--- config.mk ---
export PLATFORM = sky130hd
export DESIGN_NAME = uart_rx
export DESIGN_NICKNAME = d
export VERILOG_FILES = /design/src/rtl/uart_rx.sv
export SDC_FILE = /design/constraint.sdc
export NUM_CORES = 1
export LEC_CHECK = 0
export CAP_MARGIN = 40
export CORE_UTILIZATION = 58
export CTS_CLUSTER_SIZE = 25
export DETAILED_ROUTE_END_ITERATION = 10
export PLACE_DENSITY = 0.78
export SLEW_MARGIN = 20
export SYNTH_ARGS = -nofsm -noshare
export SYNTH_HDL_FRONTEND = slang
export SYNTH_SLANG_ARGS = --single-unit
--- constraint.sdc ---
create_clock -name clk -period 2.3 [get_ports clk]
set_input_delay 0.345 -clock clk [delete_from_list [all_inputs] [get_ports clk]]
set_output_delay 0.345 -clock clk [all_outputs]
set_load 0.01 [all_outputs]
--- src/rtl/uart_rx.sv ---
// UART receiver for 8N1 frames with OVS-times oversampling and a run-time selectable fixed baud rate.
// Every bit is sampled at its centre; good bytes pulse rx_valid, and a low stop bit pulses frame_err.
module uart_rx #(
    parameter int CLK_FREQ = 100_000_000,
    parameter int OVS      = 16
) (
    input  logic       clk,
    input  logic       rst,
    input  logic [1:0] baud_fix,
    input  logic       rx_pin,
    output logic [7:0] data_out,
    output logic       rx_valid,
    output logic       frame_err,
    output logic       busy
);
    localparam int DIV_9600   = CLK_FREQ / (9600 * OVS);
    localparam int DIV_19200  = CLK_FREQ / (19200 * OVS);
    localparam int DIV_57600  = CLK_FREQ / (57600 * OVS);
    localparam int DIV_115200 = CLK_FREQ / (115200 * OVS);

    // The slowest rate has the largest divisor, so it sets the counter width.
    localparam int TW = $clog2(DIV_9600 + 1);
    localparam int OW = $clog2(OVS);

    localparam logic [OW-1:0] OS_LAST = OW'(OVS - 1);
    localparam logic [OW-1:0] OS_MID  = OW'(OVS / 2 - 1);

    typedef enum logic [1:0] {IDLE, START, DATA, STOP} state_t;

    state_t        state;
    logic          rx_meta;
    logic          rxs;
    logic          armed;
    logic [TW-1:0] tick_cnt;
    logic [TW-1:0] div_m1;
    logic [TW-1:0] div_sel;
    logic [OW-1:0] os_cnt;
    logic [2:0]    bit_idx;
    logic [7:0]    shift_reg;
    logic          tick;

    always_comb begin
        div_sel = TW'(DIV_9600);
        case (baud_fix)
            2'b00:   div_sel = TW'(DIV_9600);
            2'b01:   div_sel = TW'(DIV_19200);
            2'b10:   div_sel = TW'(DIV_57600);
            default: div_sel = TW'(DIV_115200);
        endcase
    end

    assign tick = (tick_cnt == div_m1);

    always_ff @(posedge clk) begin
        if (rst) begin
            rx_meta <= 1'b1;
            rxs     <= 1'b1;
        end else begin
            rx_meta <= rx_pin;
            rxs     <= rx_meta;
        end
    end

    // armed stays low after a frame error until the line is seen idle again,
    // so a held break cannot be mistaken for a stream of start bits.
    always_ff @(posedge clk) begin
        if (rst) begin
            state     <= IDLE;
            armed     <= 1'b0;
            tick_cnt  <= '0;
            div_m1    <= '0;
            os_cnt    <= '0;
            bit_idx   <= '0;
            shift_reg <= '0;
            data_out  <= '0;
            rx_valid  <= 1'b0;
            frame_err <= 1'b0;
            busy      <= 1'b0;
        end else begin
            rx_valid  <= 1'b0;
            frame_err <= 1'b0;
            if (state != IDLE) begin
                tick_cnt <= tick ? '0 : tick_cnt + TW'(1);
            end

            case (state)
                IDLE: begin
                    tick_cnt <= '0;
                    os_cnt   <= '0;
                    if (armed && !rxs) begin
                        state  <= START;
                        busy   <= 1'b1;
                        armed  <= 1'b0;
                        div_m1 <= div_sel - TW'(1);
                    end else if (rxs) begin
                        armed <= 1'b1;
                    end
                end

                START: begin
                    if (tick) begin
                        if (os_cnt == OS_MID) begin
                            os_cnt <= '0;
                            if (rxs) begin
                                state <= IDLE;
                                busy  <= 1'b0;
                                armed <= 1'b1;
                            end else begin
                                state   <= DATA;
                                bit_idx <= '0;
                            end
                        end else begin
                            os_cnt <= os_cnt + OW'(1);
                        end
                    end
                end

                DATA: begin
                    if (tick) begin
                        if (os_cnt == OS_LAST) begin
                            os_cnt             <= '0;
                            shift_reg[bit_idx] <= rxs;
                            if (bit_idx == 3'd7) begin
                                state <= STOP;
                            end else begin
                                bit_idx <= bit_idx + 3'd1;
                            end
                        end else begin
                            os_cnt <= os_cnt + OW'(1);
                        end
                    end
                end

                STOP: begin
                    if (tick) begin
                        if (os_cnt == OS_LAST) begin
                            os_cnt <= '0;
                            state  <= IDLE;
                            busy   <= 1'b0;
                            if (rxs) begin
                                data_out <= shift_reg;
                                rx_valid <= 1'b1;
                                armed    <= 1'b1;
                            end else begin
                                frame_err <= 1'b1;
                                armed     <= 1'b0;
                            end
                        end else begin
                            os_cnt <= os_cnt + OW'(1);
                        end
                    end
                end

                default: begin
                    state <= IDLE;
                    busy  <= 1'b0;
                end
            endcase
        end
    end
endmodule

==> results of run 1 <==
## critical path, delay by kind of cell, from the launching register on
family,cells,cell delay [ns]
compound gates,1,0.14
flops,1,0.45
simple gates,3,1.02
xor+xnor,1,0.19
buf+inv,1,0.22
## layout by cell type, fill, tap and decap left out, types with 2 or more instances in the layout
cell type        netlist  routed
nand4_1                7       7
a21oi_1               15      15
or4b_1                 3       3
xor2_1                 2       2
dfxtp_1               50      50
o211a_1                2       2
o21ai_0               11      11
inv_1                  8       8
ha_1                  10      10
nor3_1                 3       3
nor2_1                43      43
nor4_1                 2       2
xnor2_1               15      15
a211oi_1               5       5
nand4b_1               2       2
or2_2                  3       3
nand2_1               14      14
and3_1                 6       6
buf_4                  0       8
nor3_2                 2       2
nand3b_1               3       3
a221oi_1               2       2
clkbuf_1              12       2
or3_1                  6       6
mux2i_1               15      15
nand2b_1               3       3
nor4_2                 2       2
nand3_1                6       6
clkbuf_8               0       5
clkdlybuf4s50_1        0      15
nor4b_1                2       2
## cell families (layout without fill, tap and decap cells)
| kind of cell | count (synthesis) | after routing |
|---|---|---|
| simple gates | 116 | 116 |
| xor+xnor | 17 | 17 |
| fa+ha+maj | 10 | 10 |
| flops | 50 | 50 |
| compound gates | 44 | 44 |
| mux | 15 | 15 |
| buf+inv | 23 | 39 |
## metal layers
| metal | up-vias | wire length, um | global-route usage |
|---|---|---|---|
| met3 | 4 | 199 | 0.05651 |
| met4 | 0 | 40 | 0.08511 |
| met5 | - | 0 | 0 |
| met2 | 40 | 2250 | 0.4078 |
| li1 | 1003 | - | - |
| met1 | 893 | 2182 | 0.3054 |
## final cells by class
class | count | area, um^2 | area share
well taps | 50 | 62.56 | 0.02260
inverters | 8 | 30.03 | 0.01085
clock inverters | 1 | 30.03 | 0.01085
clock buffers | 7 | 76.32 | 0.02758
flip-flops and latches | 50 | 1001 | 0.3617
repair buffers | 23 | 210.2 | 0.07595
multi-input cells | 202 | 1358 | 0.4905
## worst min path at each step
stage,endpoint,slack (ns)
6_report,rxs$_SDFF_PP1_,0.40
5_1_grt,rxs$_SDFF_PP1_,0.42
4_1_cts,rxs$_SDFF_PP1_,0.41
3_5_place_dp,rxs$_SDFF_PP1_,0.40
3_3_place_gp,rxs$_SDFF_PP1_,0.39
2_1_floorplan,rxs$_SDFF_PP1_,0.39
## power by group
part | leakage [nW] | internal, mW | switching (mW)
clock | 0.0524 | 0.325 | 0.260
combinational | 0.527 | 0.0409 | 0.0623
sequential | 0.404 | 0.873 | 0.0107
## stage by stage
step | hold slack, ns | util | power [mW]
finish | 0.4047 | 0.6870 | 1.573
global route | 0.4215 | 0.6870 | 1.637
CTS | 0.4136 | 0.6870 | 1.589
detailed placement | 0.3954 | 0.6606 | 1.007
global placement | 0.3935 | 0.6606 | 1.006
floorplan | 0.3895 | - | 0.9778
==> flow_summary_export.csv, run 1 <==
group,metric,value,unit
cts,cts_hold_buf,0,
die,initial_utilization,0.6075,
worst_setup_path,path_cells,"xnor2_1 -> nand4_1 -> or3_1 -> buf_4 -> or3_1 -> a21oi_1",
worst_setup_path,ff2ff_path_depth,6,
layout,area_growth_syn_to_layout,13.09,%
place,finalWeightedCongestion,0.8727,
worst_setup_path,cp_data_required_time,2.53,ns
yosys,synth_top_family_by_area,"simple AND/OR/NAND/NOR gates",
yosys,synth_top_area_frac,0.4090,
grt,grt_usage,0.2445,
power_and_ir_drop,powerDensity,568.2,nW/um^2
layout,final_area,2768,um^2
flow_run,maxCapViolations,0,
worst_setup_path,crit_path_end,"os_cnt[0]$_SDFFE_PP0P_",
yosys,syn_nets,290,
sta,final-hold-violation-count,0,
sta,rsz0062_at_grt,"no",
place,io_buffers,15,
layout,final_nets,305,
routing,num_vias,1940,
worst_hold_path,hp-class,"flip-flop to flip-flop",
layout,top_register,"tick_cnt",
worst_setup_path,start_kind,"flip-flop",
power_and_ir_drop,leakagePower,0.9831,nW
die,ios,16,
sta,fmax,0.4783,GHz
yosys,synth_seq_cells,50,
die,die_x,66.96,um
cts,cts_resized,0,
yosys,yosys_warnings,0,
cts,clkLatencyLatePin,0.29,ns
worst_setup_path,critPathLaunch,"tick_cnt[2]$_SDFFE_PP0N_",
cts,cts_tree,"built",
layout,largest_register_ffs,10,
worst_setup_path,r2r-start,"tick_cnt[2]$_SDFFE_PP0N_",
yosys,ys_async_sr_fraction,0,
yosys,synth_edf_count,0,
worst_setup_path,path_class,"flip-flop to flip-flop",
cts,clk_pin_slew,0.09,ns
yosys,netlist.top_cell.by_area,"dfxtp_1",
worst_hold_path,hold_depth,1,
die,die_area,4484,um^2
cts,post_cts_buffers,0,
yosys,synthTopCellsByArea,"dfxtp_1 (41%), nor2_1 (6.6%), mux2i_1 (6.1%), xnor2_1 (5.4%), ha_1 (5.1%)",
worst_setup_path,slowest_stage,"or3_1",
sta,slew_headroom,0.5892,
yosys,synth_compound_area_frac,0.1181,
routing,drt_iter0_markers,131,
yosys,synth-simple-area-share,0.2633,
routing,drc,0,
yosys,ys_types,48,
yosys,ys_seq_area_frac,0.4090,
run_status,outcome,"finished, final reports clean",
worst_setup_path,cp.arrival,2.32,ns
die,rows,23,
yosys,synthMuxAreaShare,0.06135,
layout,drive_gt1_frac,0.08935,
sta,fin_skew,0.01084,ns
worst_setup_path,crit_top_cell,"or3_1",
worst_setup_path,end_kind,"flip-flop",
place,placedInstanceArea,2661,um^2
layout,reg.largest.list,"tick_cnt (10), div_m1 (9)",
routing,drtPass1Iterations,4,
worst_setup_path,r2r_end,"os_cnt[0]$_SDFFE_PP0P_",
sta,tightest_slew,0.6115,ns
cts,cts_sinks,50,
yosys,netlist_top_cells_count,"dfxtp_1 (50), nor2_1 (43), a21oi_1 (15), mux2i_1 (15), xnor2_1 (15)",
layout,final_cells,341,
layout,diodes,0,
yosys,synth_cells,275,
sta,finalSetupViolCount,0,
sta,finalCritPeriodShare,0.9090,
layout,fillers,340,
grt,grt_pass1_vias,1891,
routing,wl,4672,um
worst_hold_path,hold_path_startpoint,"rx_meta$_SDFF_PP1_",
yosys,synth.most_common_cell,"dfxtp_1",
grt,grt_pass1_wl,8342,um
yosys,synth_ff_type,"dfxtp_1",
sta,drv_slew,0,
yosys,synthAdderAreaFrac,0.05112,
grt,antenna_found_initial,0,
power_and_ir_drop,ir_drop,0.0004139,V
sta,setup_ws,0.2092,ns
cts,root_buffer,"clkbuf_8",
sta,period_needed,2.091,ns
yosys,synth_area,2447,um^2
worst_setup_path,max_stage_delay,0.50,ns
cts,clk_path_buf_depth,2,
yosys,synth_xor_xnor_area_share,0.06084,
cts,htreeDepth,2,
place,pre_cts_slack,0.2317,ns
place,hpwl,3448,um
routing,ant_nets,0,
place,post-place-cells,333,
grt,grt_max_degree,42,
routing,viasPerCell,5.689,
die,die_h,66.96,um
sta,tns,0,ns
grt,overflow,0,
cts,cts_buffers,5,
yosys,synth.avg_cell_area,8.899,um^2
die,core,4029,um^2
worst_setup_path,rrSetupSlack,0.21,ns
routing,post_drt_wl_per_cell,13.70,um
worst_setup_path,critPathMaxFanout,9,
(Power assumes the default switching activity.)
==> inputs of run 2 (changes only) <==
--- a/config.mk
+++ b/config.mk
@@ -5,11 +5,11 @@
 export SDC_FILE = /design/constraint.sdc
 export NUM_CORES = 1
 export LEC_CHECK = 0
-export CAP_MARGIN = 40
+export CAP_MARGIN = 30
 export CORE_UTILIZATION = 58
 export CTS_CLUSTER_SIZE = 25
 export DETAILED_ROUTE_END_ITERATION = 10
-export PLACE_DENSITY = 0.78
+export PLACE_DENSITY = 0.86
 export SLEW_MARGIN = 20
 export SYNTH_ARGS = -nofsm -noshare
 export SYNTH_HDL_FRONTEND = slang
==> constraint.sdc (replaced) <==
create_clock -name clk -period 1.95 [get_ports clk]
set_input_delay 0.2925 -clock clk [delete_from_list [all_inputs] [get_ports clk]]
set_output_delay 0.2925 -clock clk [all_outputs]
set_load 0.01 [all_outputs]
==> run 2 against run 1 <==
Against the previous run:
- the flow now finishes with violations (setup timing)
- wire length is 12% higher
- die area stayed put
- maximum frequency is 6.5% higher
==> flow_summary_export.csv, run 2 (same netlist as run 1, synthesis figures left out) <==
group,metric,value,unit
worst_setup_path,start_kind,"flip-flop",
power_and_ir_drop,p_sw_frac,0.2456,
sta,slew_headroom,0.7668,
power_and_ir_drop,powerDensity,604.9,nW/um^2
routing,drc,0,
layout,multi_input_area,1416,um^2
cts,cts_sinks,50,
grt,met3_usage,0.04795,
sta,setup_ws,-0.01371,ns
grt,grt_pass1_wl,8549,um
routing,post_drt_wl_per_cell,14.58,um
die,core,4029,um^2
worst_setup_path,slowest_stage,"or4b_1",
run_status,outcome,"finished, violations left",
sta,drv_slew,0,
worst_setup_path,cp_data_required_time,2.20,ns
worst_setup_path,end_kind,"flip-flop",
layout,final_cells,358,
sta,finalCritPeriodShare,1.007,
place,post-place-cells,349,
die,rows,23,
cts,clk_pin_slew,0.09,ns
place,finalWeightedCongestion,0.9271,
sta,fin_skew,0.008239,ns
worst_setup_path,path_cells,"xnor2_2 -> nand4_1 -> or3_4 -> or4b_1 -> a21oi_1",
die,initial_utilization,0.6075,
grt,grt_util_met1,0.3020,
worst_setup_path,cp.arrival,2.21,ns
layout,area_growth_syn_to_layout,20.76,%
routing,viasPerCell,5.760,
layout,largest_register_ffs,10,
cts,root_buffer,"clkbuf_8",
grt,use_met2,0.4381,
run_status,violations,"setup timing",
layout,reg.largest.list,"tick_cnt (10), div_m1 (9)",
layout,final_cell_mix,"dfxtp_1 (46), nor2_1 (43), buf_4 (25)",
layout,fillers,288,
sta,final-hold-violation-count,0,
sta,fmax,0.5092,GHz
cts,cts_hold_buf,0,
worst_setup_path,max_stage_delay,0.51,ns
worst_setup_path,cp.buffers_inverters,0,
sta,period_needed,1.964,ns
flow_run,maxCapViolations,0,
routing,ant_nets,0,
cts,clk_path_buf_depth,2,
power_and_ir_drop,power.share.clock,0.330,
grt,grt_pass1_vias,1908,
grt,grt_busiest_layer,"met2",
place,hpwl,3646,um
power_and_ir_drop,power_frac_comb,0.087,
worst_setup_path,path_class,"flip-flop to flip-flop",
grt,overflow,0,
routing,drtPass1Iterations,5,
worst_setup_path,critPathMaxFanout,7,
routing,drt_iter0_markers,123,
cts,clkLatencyLatePin,0.31,ns
power_and_ir_drop,ir_drop,0.0006152,V
worst_setup_path,critPathTopFamily,"simple AND/OR/NAND/NOR gates",
cts,cts_buffers,5,
power_and_ir_drop,power_frac_seq,0.583,
sta,tightest_slew,0.3485,ns
cts,htreeDepth,2,
die,die_h,66.96,um
die,ios,16,
layout,top_register,"tick_cnt",
worst_hold_path,hp-class,"flip-flop to flip-flop",
layout,ff_latch_area,1006,um^2
layout,drive_gt1_frac,0.1916,
cts,cts_tree,"built",
layout,final_nets,323,
layout,final_common_cell,"dfxtp_1",
die,die_area,4484,um^2
die,die_x,66.96,um
layout,diodes,0,
place,io_buffers,15,
grt,grt_max_degree,18,
power_and_ir_drop,leakagePower,1.072,nW
sta,finalSetupViolCount,1,
grt,antenna_found_initial,0,
layout,final_core_util,0.7335,
routing,num_vias,2062,
grt,grt_usage,0.2557,
power_and_ir_drop,p_switching,439.2,uW
routing,wl,5220,um
power_and_ir_drop,p_int,1.349,mW
run 2: changes by cell type in the layout (fill, tap and decap cells not counted), moves of 2 or more:
cell      before  now
xnor2_1       15    9
buf_4          8   25
xnor2_2        0    6
dfxtp_2        0    4
dfxtp_1       50   46
clkbuf_1       2    0
run 2: cell type report:
class | count | area share
well taps | 50 | 0.02117
clock inverters | 2 | 0.004657
repair buffers | 41 | 0.1211
inverters | 8 | 0.01016
clock buffers | 5 | 0.02329
flip-flops and latches | 50 | 0.3404
multi-input cells | 202 | 0.4793
run 2: path summary, 6_finish.rpt:
kind,startpoint,to,slack [ns],cells after the start
worst max-delay path,div_m1[1]$_SDFFE_PP0P_,os_cnt[3]$_SDFFE_PP0P_,-0.01,5
worst max register to register,div_m1[1]$_SDFFE_PP0P_,os_cnt[3]$_SDFFE_PP0P_,-0.01,5
worst min-delay path,rx_meta$_SDFF_PP1_,rxs$_SDFF_PP1_,0.42,1
worst min register to register,rx_meta$_SDFF_PP1_,rxs$_SDFF_PP1_,0.42,1
run 2: power by group through the flow:
stage          clock network [mW]  logic [mW]  registers [mW]
6_report                    0.590       0.156            1.04
3_3_place_gp                    0       0.140            1.06
2_1_floorplan                   0      0.0936            1.06
5_1_grt                     0.642       0.170            1.04
3_5_place_dp                    0       0.143            1.06
4_1_cts                     0.604       0.149            1.04
run 2: repair_timing:
action | 4_1_cts | 5_1_grt
buffers inserted | 0 | 2
gates cloned | 0 | 0
setup endpoints to repair | 3 | 8
pin swaps | 0 | 2
gates resized for setup | 2 | 12
run 2: layer usage:
layer	vias to the layer above	part of all wire
met1	959	0.42
li1	1037	-
met3	10	0.053
met2	56	0.50
met4	0	0.020
met5	-	0
run 2: metrics by stage:
step | total power [mW] | area (um^2) | hold WS, ns | TNS [ns] | setup slack (ns)
after CTS | 1.793 | 2889 | 0.4237 | 0 | 0.002727
after floorplan | 1.153 | 2447 | 0.3895 | 0 | 0.03292
after detailed placement | 1.207 | 2794 | 0.3994 | -0.06123 | -0.06123
after global routing | 1.855 | 2955 | 0.4445 | -0.3682 | -0.09002
final | 1.788 | 2955 | 0.4223 | -0.01371 | -0.01371
after global placement | 1.204 | 2794 | 0.3925 | 0 | 0.02451
